--- src/rtl/vx_tcu_uop_sequencer.sv ---
// Purpose: expands one accepted TCU instruction into (in_steps+1) k-step dispatch beats and bounds in-flight instructions.
// Latency: accept in cycle N gives the first beat in N+1; an n-beat instruction ends in N+n with no backpressure.
// Backpressure: beats hold stable while out_ready is low; in_ready drops while issuing or when pending_cnt reaches MAX_PENDING.
module vx_tcu_uop_sequencer #(
  parameter int NUM_THREADS = 4,
  parameter int NW_BITS     = 2,
  parameter int UUID_W      = 44,
  parameter int DATA_W      = 32,
  parameter int MAX_STEPS   = 8,
  parameter int MAX_PENDING = 4,
  parameter int STEP_W      = $clog2(MAX_STEPS),
  parameter int CNT_W       = $clog2(MAX_PENDING + 1)
) (
  input  logic                          clk,
  input  logic                          reset_n,
  input  logic                          in_valid,
  output logic                          in_ready,
  input  logic [UUID_W-1:0]             in_uuid,
  input  logic [NW_BITS-1:0]            in_wid,
  input  logic [NUM_THREADS-1:0]        in_tmask,
  input  logic [3:0]                    in_fmt,
  input  logic [4:0]                    in_rd,
  input  logic [STEP_W-1:0]             in_steps,
  input  logic [NUM_THREADS*DATA_W-1:0] in_rs1,
  input  logic [NUM_THREADS*DATA_W-1:0] in_rs2,
  input  logic [NUM_THREADS*DATA_W-1:0] in_rs3,
  output logic                          out_valid,
  input  logic                          out_ready,
  output logic [UUID_W-1:0]             out_uuid,
  output logic [NW_BITS-1:0]            out_wid,
  output logic [NUM_THREADS-1:0]        out_tmask,
  output logic [3:0]                    out_fmt,
  output logic [4:0]                    out_rd,
  output logic [NUM_THREADS*DATA_W-1:0] out_rs1,
  output logic [NUM_THREADS*DATA_W-1:0] out_rs2,
  output logic [NUM_THREADS*DATA_W-1:0] out_rs3,
  output logic [STEP_W-1:0]             out_step,
  output logic                          out_sop,
  output logic                          out_eop,
  input  logic                          commit_valid,
  output logic [CNT_W-1:0]              pending_cnt,
  output logic                          busy,
  output logic                          err_underflow
);

  typedef enum logic {IDLE = 1'b0, ISSUE = 1'b1} state_t;

  localparam logic [CNT_W-1:0]  CNT_ONE  = CNT_W'(1);
  localparam logic [CNT_W-1:0]  CNT_MAX  = CNT_W'(MAX_PENDING);
  localparam logic [STEP_W-1:0] STEP_ONE = STEP_W'(1);

  state_t            state;
  state_t            state_nxt;
  logic [STEP_W-1:0] step;
  logic [STEP_W-1:0] steps_q;
  logic              accept;
  logic              fire;
  logic              last_beat;

  assign accept    = in_valid && in_ready;
  assign fire      = out_valid && out_ready;
  assign last_beat = (step == steps_q);

  // State register; reset aborts any burst in progress.
  always_ff @(posedge clk or negedge reset_n) begin
    if (!reset_n) state <= IDLE;
    else          state <= state_nxt;
  end

  // Next state: leave IDLE on accept, return once the final beat is taken.
  always_comb begin
    state_nxt = state;
    case (state)
      IDLE:    if (accept) state_nxt = ISSUE;
      ISSUE:   if (fire && last_beat) state_nxt = IDLE;
      default: state_nxt = IDLE;
    endcase
  end

  // Outputs decoded from the registered state; in_ready is forced low during reset.
  always_comb begin
    in_ready  = 1'b0;
    out_valid = 1'b0;
    case (state)
      IDLE:    in_ready  = reset_n && (pending_cnt < CNT_MAX);
      ISSUE:   out_valid = 1'b1;
      default: begin
        in_ready  = 1'b0;
        out_valid = 1'b0;
      end
    endcase
  end

  // Capture instruction fields on accept and advance the k-step on each taken beat.
  always_ff @(posedge clk or negedge reset_n) begin
    if (!reset_n) begin
      step      <= '0;
      steps_q   <= '0;
      out_uuid  <= '0;
      out_wid   <= '0;
      out_tmask <= '0;
      out_fmt   <= '0;
      out_rd    <= '0;
      out_rs1   <= '0;
      out_rs2   <= '0;
      out_rs3   <= '0;
    end else if (accept) begin
      step      <= '0;
      steps_q   <= in_steps;
      out_uuid  <= in_uuid;
      out_wid   <= in_wid;
      out_tmask <= in_tmask;
      out_fmt   <= in_fmt;
      out_rd    <= in_rd;
      out_rs1   <= in_rs1;
      out_rs2   <= in_rs2;
      out_rs3   <= in_rs3;
    end else if (fire && !last_beat) begin
      step <= step + STEP_ONE;
    end
  end

  // In-flight count: accept and commit in the same cycle cancel; a commit with nothing pending is flagged.
  always_ff @(posedge clk or negedge reset_n) begin
    if (!reset_n) begin
      pending_cnt   <= '0;
      err_underflow <= 1'b0;
    end else begin
      case ({accept, commit_valid})
        2'b10: pending_cnt <= pending_cnt + CNT_ONE;
        2'b01: begin
          if (pending_cnt == '0) err_underflow <= 1'b1;
          else                   pending_cnt   <= pending_cnt - CNT_ONE;
        end
        default: pending_cnt <= pending_cnt;
      endcase
    end
  end

  assign out_step = step;
  assign out_sop  = (step == '0);
  assign out_eop  = last_beat;
  assign busy     = (state == ISSUE) || (pending_cnt != '0);

endmodule
--- config.mk ---
export PLATFORM = sky130hd
export DESIGN_NAME = vx_tcu_uop_sequencer
export DESIGN_NICKNAME = d
export VERILOG_FILES = /design/src/rtl/vx_tcu_uop_sequencer.sv
export SDC_FILE = /design/constraint.sdc
export NUM_CORES = 1
export LEC_CHECK = 0
export CORE_AREA = 2 2 357 359
export DETAILED_ROUTE_END_ITERATION = 10
export DIE_AREA = 0 0 359 361
export SLEW_MARGIN = 30
export SYNTH_ARGS = -nofsm -noshare
export SYNTH_HDL_FRONTEND = slang
export SYNTH_SLANG_ARGS = --single-unit
--- constraint.sdc ---
create_clock -name clk -period 2.89 [get_ports clk]
set_input_delay 0.4335 -clock clk [delete_from_list [all_inputs] [get_ports clk]]
set_output_delay 0.4335 -clock clk [all_outputs]
set_load 0.02 [all_outputs]
# Word level (Yosys, flattened, before mapping)
# Index checks and enable logic that the tools add are counted.
[word_totals]
register_bits = 454
inputBits = 451
output_inout_bits = 455
[op_classes]
add_sub_neg = 3
n_lt_le_gt_ge = 1
n_eq_ne = 4
mux = 9
bitwise = 1
n_reduce_logical = 14
[op_table]
columns = ["cell", "count"]
rows = [
  ["two-way mux 3 bit", 3],
  ["adder 3 x 1 -> 3 bit (second input constant)", 2],
  ["logical NOT 3 bit", 2],
  ["one-hot mux 3 bit (2 select lines)", 1],
  ["logical AND 1 bit", 5],
  ["two-way mux 1 bit", 4],
  ["AND reduction 2 bit", 2],
  ["nonzero test 2 bit", 2],
  ["== test 3 bit", 1],
  ["less-than comparator 3 bit (second input constant)", 1],
  ["nonzero test 3 bit", 1],
  ["subtractor 3 x 1 -> 3 bit (second input constant)", 1],
  ["== test 2 x 1 -> 1 bit (second input constant)", 1],
  ["== test 2 bit (second input constant)", 1],
  ["!= test 2 bit (second input constant)", 1],
  ["one-hot mux 1 bit (2 select lines)", 1],
  ["logical NOT 1 bit", 1],
  ["logical OR 1 bit", 1],
  ["inverter 1 bit", 1],
]

# Logic depth before layout (Yosys ltp)
# Gate-level depths: netlist (run 1).
[depth]
word_depth = 7
mapped_depth = 8
depth_no_buf = 6

# Worst setup path before layout (run 1)
# Ideal clock, no wire load.
[synth_path]
path_kind = "flip-flop to flip-flop"
startpoint = "register pending_cnt[2]"
endpoint = "register pending_cnt[2]"
setup_ps = 90
t_arrival_ps = 1942
setup_slack_ps = 857
stages_incl_launch_ff = 9
path_buffers = 2
period_less_slack_ps = 2033
path_cell_list = "dfrtp_1 -> buf_6 -> nand4bb_1 -> buf_2 -> nand2_1 -> xnor2_1 -> ha_1 -> or4b_1 -> o221ai_1"
[synth_between]
elab_chain_len = 7
word_cells_on_any_way = 14
classes_between = "2 x add/sub; 1 x order compare; 3 x eq/ne; 3 x mux; 5 x reduce/logical"
[synth_rtl]
columns = ["element", "line_no", "text"]
rows = [
  ["from (decl)", "41", "output logic [CNT_W-1:0] pending_cnt,"],
  ["from (signal assigned)", "130", "2'b10: pending_cnt <= pending_cnt + CNT_ONE;"],
  ["from (signal assigned)", "133", "else pending_cnt <= pending_cnt - CNT_ONE;"],
  ["from (signal assigned)", "135", "default: pending_cnt <= pending_cnt;"],
  ["less-than comparator 3 bit", "85", "IDLE: in_ready = reset_n && (pending_cnt < CNT_MAX);"],
  ["logical AND 1 bit", "85", ""],
  ["two-way mux 1 bit", "84", "case (state)"],
  ["logical AND 1 bit", "60", "assign accept = in_valid && in_ready;"],
  ["== test 2 x 1 -> 1 bit / == test 2 bit (equally long branches)", "129", "case ({accept, commit_valid})"],
  ["!= test 2 bit (no line) / nonzero test 2 bit (equally long branches)", "n/a", ""],
  ["AND reduction 2 bit (no line)", "n/a", ""],
]
# Several ways; a longest one is shown, not always the timed one. The select of a mux whose other input is x is not followed.
# A chain may end at the register's enable or synchronous reset.

# Final worst setup path (run 1)
[layout_path]
startpoint = "register pending_cnt[2]"
endpoint = "output port busy"
[layout_between]
elab_chain_len = 2
[layout_rtl]
columns = ["element", "line_no", "text"]
rows = [
  ["nonzero test 3 bit", "143", "assign busy = (state == ISSUE) || (pending_cnt != '0);"],
  ["logical OR 1 bit", "143", ""],
  ["to (decl)", "42", "output logic busy,"],
]
# No other way between the ends.

==> summary.md, run 1 <==
| Metric | Value |
|---|---|
| Initial detailed-routing violation count | 1140 |
| Largest net degree at the start of global routing | 137 |
| Antenna violations before repair | 34 |
| Fin. Hold Viols | 0 |
| H-Tree Depth | 2 |
| Unrepaired setup endpoints after global routing | false |
| Final WL | 83700 um |
| # setup viols final | 0 |
| CTS Root Buffer Type | clkbuf_16 |
| Post-Synthesis Cells | 1937 |
| Fmax | 0.369 GHz |
| WL/cell | 18.5 um |
| Clk sinks | 454 |
| Post-route cell area | 30300 sq um |
| Worst-Margin Slew | 0.965 ns |
| Post-CTS Setup Bufs | 0 |
| Largest buffer count on any clock path | 3 |
| Tot GR Track Use | 12.6% |
| Final setup TNS | 0 ns |
| Power per cell area | 1200 nW/um^2 |
| Crit Path Max Fanout | 11 |
| Final period utilization | 93.7% |
| Synth cell count leaders | nand2_1 (1342), dfrtp_1 (454), buf_6 (47) |
| Hold Path Class | in2async |
| Tmin final | 2.71 ns |
| Status | completed |
| Cell accounting for the most synthesized area | dfrtp_1 |
| Post-route setup slack | 0.183 ns |
| Kind of end point of the critical path | primary output |
| Most common cell in the netlist | nand2_1 |
| Die area | 130000 sq um |
| Vias per cell | 3.57 |
| Worst Skew | 0.0170 ns |
| Layout cell share with drive strength beyond 1 | 4.52% |
| Worst skew pair latency | 0.62 ns |
| Core Region | 125000 sq um |
| Relative slew slack | 35.7% |
| Cell variety after synth | 30 |
| Detail Route Antenna Nets | 0 |
| Synth-to-Final Area Change | 73.5% |
| Syn_nets | 2391 |
| Top-area cell type share of the netlist area | 65.0% |
| Aggregate global routing overflow | 0 |
| Port bufs | 905 |
| Critical path startpoint category | register |
| Max incr delay on CP | 0.58 ns |
| Pre-CTS WS | 0.512 ns |
| Critical path class | reg2out |
| GPL Wtd Cong | 0.883 |
| Row cnt | 130 |
| CP required | 2.46 ns |
| EDFF count, synth | 0 |
| Vias post-DR | 16200 |
| CTS tree | yes |
| Asr flop ratio synth | 100% |
| Slew Limit Fails | 0 |
| Chip Width | 359 um |
| Worst path slowest cell | or4_1 |
| Drt first pass iters | 4 |
| Sequential share of the synthesized area | 65.0% |
| Vias in the first global route | 16800 |
| Total Power | 36500 uW |
| YS warnings | 0 |
| Synthesized cell area | 17500 sq um |
| Synth area leaders | dfrtp_1 (65%), nand2_1 (29%), buf_6 (3.0%) |
| Critical path arrival | 2.27 ns |
| Nets | 3283 |
| CTS Buf Count | 58 |
| Post-DP Area | 28200 sq um |
| Clk pin slew, worst setup/hold paths | 0.06 ns |
| Max VDD drop | 517 uV |
| Total I/O pin count | 906 |
| Die H | 361 um |
| Initial Utilization | 13.9% |
| Synth Flop Type | dfrtp_1 |
| Syn Area/Cell | 9.03 sq um |
| Max_cap viols | 0 |
| HPWL Detailed | 65300 um |
| Worst path cell trace | or4_1, clkdlybuf4s50_1 |
| Filler cells | 13500 |
| Pleak | 0.0143 uW |
| Flop and latch count out of synthesis | 454 |
| # DRC | 0 |
| First-pass GRT wire length | 120000 um |
==> logic make-up after synthesis <==
family | share of synthesized area [%]
AOI/OAI and AO/OA | 0.580
xor gates and xnor gates | 0.250
buffers and inverters | 4.56
adders and majority gates | 0.215
muxes | 0.236
DFF | 65.0
and+or+nand+nor | 29.2
==> where the power goes <==
part	total [uW]	switching [uW]	internal, uW
Clock	7920	3070	4850
Sequential	11600	1920	9640
Combinational	17000	9520	7480
Total	36500	14500	22000
==> layer usage <==
metal	track usage (%)	share of wire [%]	up-vias
li1	-	-	7651
met1	15.0	41	7716
met2	20.5	46	607
met3	5.71	10	153
met4	3.11	2.4	50
met5	0	0.40	-
==> cells in the final DEF (no fill, tap or decap), types with 2 or more instances in the layout <==
cell type / count
nand2_1: 1342
clkdlybuf4s50_1: 903
dfrtp_1: 454
clkbuf_16: 59
buf_4: 14
buf_12: 14
clkbuf_8: 12
clkbuf_1: 12
diode_2: 9
bufinv_16: 9
clkinv_2: 8
inv_1: 5
clkinvlp_4: 4
xor2_1: 3
mux2i_1: 3
ha_1: 3
inv_6: 3
xnor2_1: 2
o41ai_1: 2
o221ai_1: 2
o21ai_0: 2
a21oi_1: 2
clkinv_4: 2
==> per-stage QoR <==
step | utilization (%) | cells | hold WS (ns)
finish | 24.2 | 4537 | 0.322
floorplan | - | 1937 | 0.138
detailed placement | 22.5 | 4418 | 0.305
global placement | 22.5 | 4418 | 0.309
global route | 24.2 | 4531 | 0.262
CTS | 24.2 | 4528 | 0.237
==> final cells by class <==
| class | instances | area [sq um] | area share [%] |
|---|---|---|---|
| antenna | 9 | 22.5 | 0.0742 |
| timing repair buffer | 934 | 9460 | 31.2 |
| multi-input combinational | 1376 | 5350 | 17.6 |
| sequential | 454 | 11400 | 37.4 |
| clock inverter | 26 | 384 | 1.27 |
| clock buffer | 83 | 1690 | 5.56 |
| inverter | 5 | 18.8 | 0.0618 |
| tap | 1650 | 2060 | 6.80 |
==> worst max-delay path, delay by kind of cell, from the launching register on <==
| kind | cells | cell delay (ns) |
|---|---|---|
| simple gates | 1 | 0.58 |
| buf+inv | 1 | 0.58 |
| flops | 1 | 0.49 |
==> flip-flops by register name (all words and copies together) (netlist names) <==
register and count:
out_step 3, out_wid 2, steps_q 3, out_uuid 44, out_rd 5, state 1, out_rs3 128, err_underflow 1
pending_cnt 3, out_fmt 4, out_tmask 4, out_rs1 128, out_rs2 128
==> repair_timing <==
action | in CTS | in global routing
resized for setup | 1 | 0
hold endpoints to repair | 88 | 0
hold buffers | 1 | 0
endpoints found under the setup margin | 1 | 0
==> final timing paths <==
check                           cells after the start      startpoint  slack (ns)              to
worst max-delay path                                2  pending_cnt[2]        0.18            busy
worst min-delay path                                2         reset_n        0.32     out_rs1[76]
worst max register to register                      6           state        0.73  pending_cnt[2]
worst min register to register                      2     out_rs2[14]        0.47     out_rs2[14]
max in group asynchronous                           4         reset_n        1.10      out_rs1[2]
min in group clk                                    3      in_rs3[21]        0.32     out_rs3[21]
Note: power is estimated with default switching activity, not from simulation.
==> inputs of run 2 (changes only) <==
--- a/config.mk
+++ b/config.mk
@@ -5,9 +5,9 @@
 export SDC_FILE = /design/constraint.sdc
 export NUM_CORES = 1
 export LEC_CHECK = 0
-export CORE_AREA = 2 2 357 359
+export CORE_AREA = 2 2 349 351
 export DETAILED_ROUTE_END_ITERATION = 10
-export DIE_AREA = 0 0 359 361
+export DIE_AREA = 0 0 351 353
 export SLEW_MARGIN = 30
 export SYNTH_ARGS = -nofsm -noshare
 export SYNTH_HDL_FRONTEND = slang
==> constraint.sdc (replaced) <==
create_clock -name clk -period 2.65 [get_ports clk]
set_input_delay 0.3975 -clock clk [delete_from_list [all_inputs] [get_ports clk]]
set_output_delay 0.3975 -clock clk [all_outputs]
set_load 0.02 [all_outputs]
==> summary.md, run 2 (same netlist as run 1, synthesis figures left out) <==
| Metric | Value |
|---|---|
| GRT met1 Usage | 16.2% (was 15.0%) |
| Initial Utilization | 14.5% (was 13.9%) |
| Port bufs | 905 (unchanged) |
| Largest buffer count on any clock path | 3 (unchanged) |
| Post-CTS Setup Bufs | 0 (unchanged) |
| Final period utilization | 94.5% |
| CP required | 2.25 ns (was 2.46 ns) |
| CTS tree | yes (unchanged) |
| Aggregate global routing overflow | 0 (unchanged) |
| Antenna violations before repair | 38 (was 34) |
| Clk pin slew, worst setup/hold paths | 0.06 ns (about the same) |
| Hold Path Class | in2reg (was in2async) |
| Worst-Margin Slew | 0.890 ns (was 0.965 ns) |
| Row cnt | 128 (was 130) |
| Drt first pass iters | 5 (was 4) |
| Worst Skew | 0.0228 ns (was 0.0170 ns) |
| Tot GR Track Use | 13.9% (was 12.6%) |
| Kind of end point of the critical path | primary output (unchanged) |
| Status | completed (unchanged) |
| Met2 Use GR | 23.5% (was 20.5%) |
| Final WL | 89100 um (was 83700 um) |
| Chip Width | 351 um (was 359 um) |
| # DRC | 0 (unchanged) |
| Relative slew slack | 40.7% (was 35.7%) |
| Power per cell area | 1330 nW/um^2 (was 1200 nW/um^2) |
| Post-route setup slack | 0.146 ns (was 0.183 ns) |
| Biggest regs | out_rs1 (128), out_rs2 (128), out_rs3 (128) (unchanged) |
| Worst path cell trace | or4_1, dlygate4sd2_1 (was or4_1, clkdlybuf4s50_1) |
| Met3 usage | 6.00% (was 5.71%) |
| Pleak | 0.0143 uW (about the same) |
| Die area | 124000 sq um (was 130000 sq um) |
| # setup viols final | 0 (unchanged) |
| Max incr delay on CP | 0.62 ns (was 0.58 ns) |
| Filler cells | 12900 (was 13500) |
| Unrepaired setup endpoints after global routing | false (unchanged) |
| Clk sinks | 454 (unchanged) |
| Die H | 353 um (was 361 um) |
| Synth-to-Final Area Change | 73.7% (was 73.5%) |
| Max_cap viols | 0 (unchanged) |
| Crit Path Max Fanout | 8 (was 11) |
| CTS Root Buffer Type | clkbuf_16 (unchanged) |
| Fmax | 0.399 GHz |
| Worst path slowest cell | or4_1 (unchanged) |
| Busiest grt layer | met2 (unchanged) |
| Nets | 3298 (was 3283) |
| Commonest non-fill, non-tap cell in the layout | nand2_1 (unchanged) |
| HPWL Detailed | 70900 um (was 65300 um) |
| Initial detailed-routing violation count | 981 (was 1140) |
| Detail Route Antenna Nets | 0 (unchanged) |
| Pre-CTS WS | 0.312 ns (was 0.512 ns) |
| Vias per cell | 3.62 (was 3.57) |
| Largest net degree at the start of global routing | 151 (was 137) |
| First-pass GRT wire length | 124000 um (was 120000 um) |
| Total Power | 40300 uW (was 36500 uW) |
| CTS Buf Count | 57 (was 58) |
| Fin. Hold Viols | 0 (unchanged) |
| Critical path class | reg2out (unchanged) |
| Final setup TNS | 0 ns (unchanged) |
| Most frequent cells in the layout | nand2_1 (1342), clkdlybuf4s50_1 (901), dfrtp_1 (454) (was nand2_1 (1342), clkdlybuf4s50_1 (903), dfrtp_1 (454)) |
| H-Tree Depth | 2 (unchanged) |
| GPL Wtd Cong | 0.909 (was 0.883) |
| Critical path startpoint category | register (unchanged) |
| Vias post-DR | 16400 (was 16200) |
| Worst skew pair latency | 0.65 ns (was 0.62 ns) |
| Total I/O pin count | 906 (unchanged) |
| WL/cell | 19.7 um (was 18.5 um) |
| Vias in the first global route | 16600 (was 16800) |
| Core Region | 121000 sq um (was 125000 sq um) |
| Critical path arrival | 2.11 ns (was 2.27 ns) |
| Max VDD drop | 629 uV (was 517 uV) |
| Slew Limit Fails | 0 (unchanged) |
| Tmin final | 2.50 ns |
| Layout cell share with drive strength beyond 1 | 5.15% (was 4.52%) |
[run 2: cell count changes in the layout (fill, tap and decap cells not counted), moves of 4 or more]
cell      change
clkinv_2      +6
clkbuf_1      -4
clkbuf_8      -5
diode_2       -6
buf_4        +16
[run 2: cell type report]
| type | instances | area (sq um) | area share [%] |
|---|---|---|---|
| inverter | 5 | 18.8 | 0.0618 |
| tap | 1625 | 2030 | 6.69 |
| sequential | 454 | 11400 | 37.4 |
| clock inverter | 33 | 428 | 1.41 |
| multi-input combinational | 1376 | 5360 | 17.6 |
| timing repair buffer | 950 | 9580 | 31.5 |
| clock buffer | 74 | 1600 | 5.27 |
| antenna | 3 | 7.51 | 0.0247 |
[run 2: worst paths after layout]
kind | startpoint | endpoint | slack (ns) | cells after the start
worst max-delay path | pending_cnt[0] | busy | 0.15 | 2
worst min-delay path | in_rs1[117] | out_rs1[117] | 0.28 | 3
worst max register to register | state | pending_cnt[2] | 0.75 | 6
worst min register to register | out_rs1[55] | out_rs1[55] | 0.47 | 2
max in group asynchronous | reset_n | out_rs2[112] | 1.04 | 4
min in group asynchronous | reset_n | out_uuid[11] | 0.39 | 3
[run 2: timing repair]
action | CTS | global route
setup endpoints to repair | 2 | 1
gates resized for setup | 3 | 1
endpoints found under the hold margin | 122 | 0
pin swaps | 0 | 0
hold buffers | 1 | 0
[run 2: layer usage]
| layer | part of all wire [%] | wire length (um) |
|---|---|---|
| met1 | 39 | 35100 |
| met2 | 48 | 42500 |
| met3 | 10 | 9000 |
| met4 | 2.4 | 2100 |
| met5 | 0.43 | 384 |
[run 2: metrics by stage]
step / cells / hold slack [ns] / area [sq um] / util [%]
after global placement: 4409 / 0.450 / 28300 / 23.5
after detailed placement: 4409 / 0.446 / 28300 / 23.5
after floorplan: 1937 / 0.102 / 17500 / -
final: 4520 / 0.276 / 30400 / 25.2
after global routing: 4517 / 0.220 / 30400 / 25.2
after CTS: 4517 / 0.191 / 30400 / 25.2
[run 2: power by group]
group          switching (uW)  leakage, uW  total [uW]  internal, uW
Clock                    3370      0.00101        8520          5150
Sequential               2160      0.00566       12700         10500
Combinational           10900      0.00768       19100          8210
Total                   16400       0.0143       40300         23900
[run 2: worst max-delay path, delay by kind of cell, from the launching register on]
family | cells | cell delay [ns]
buffers and inverters | 1 | 0.37
flip-flops | 1 | 0.49
AND/OR/NAND/NOR | 1 | 0.62
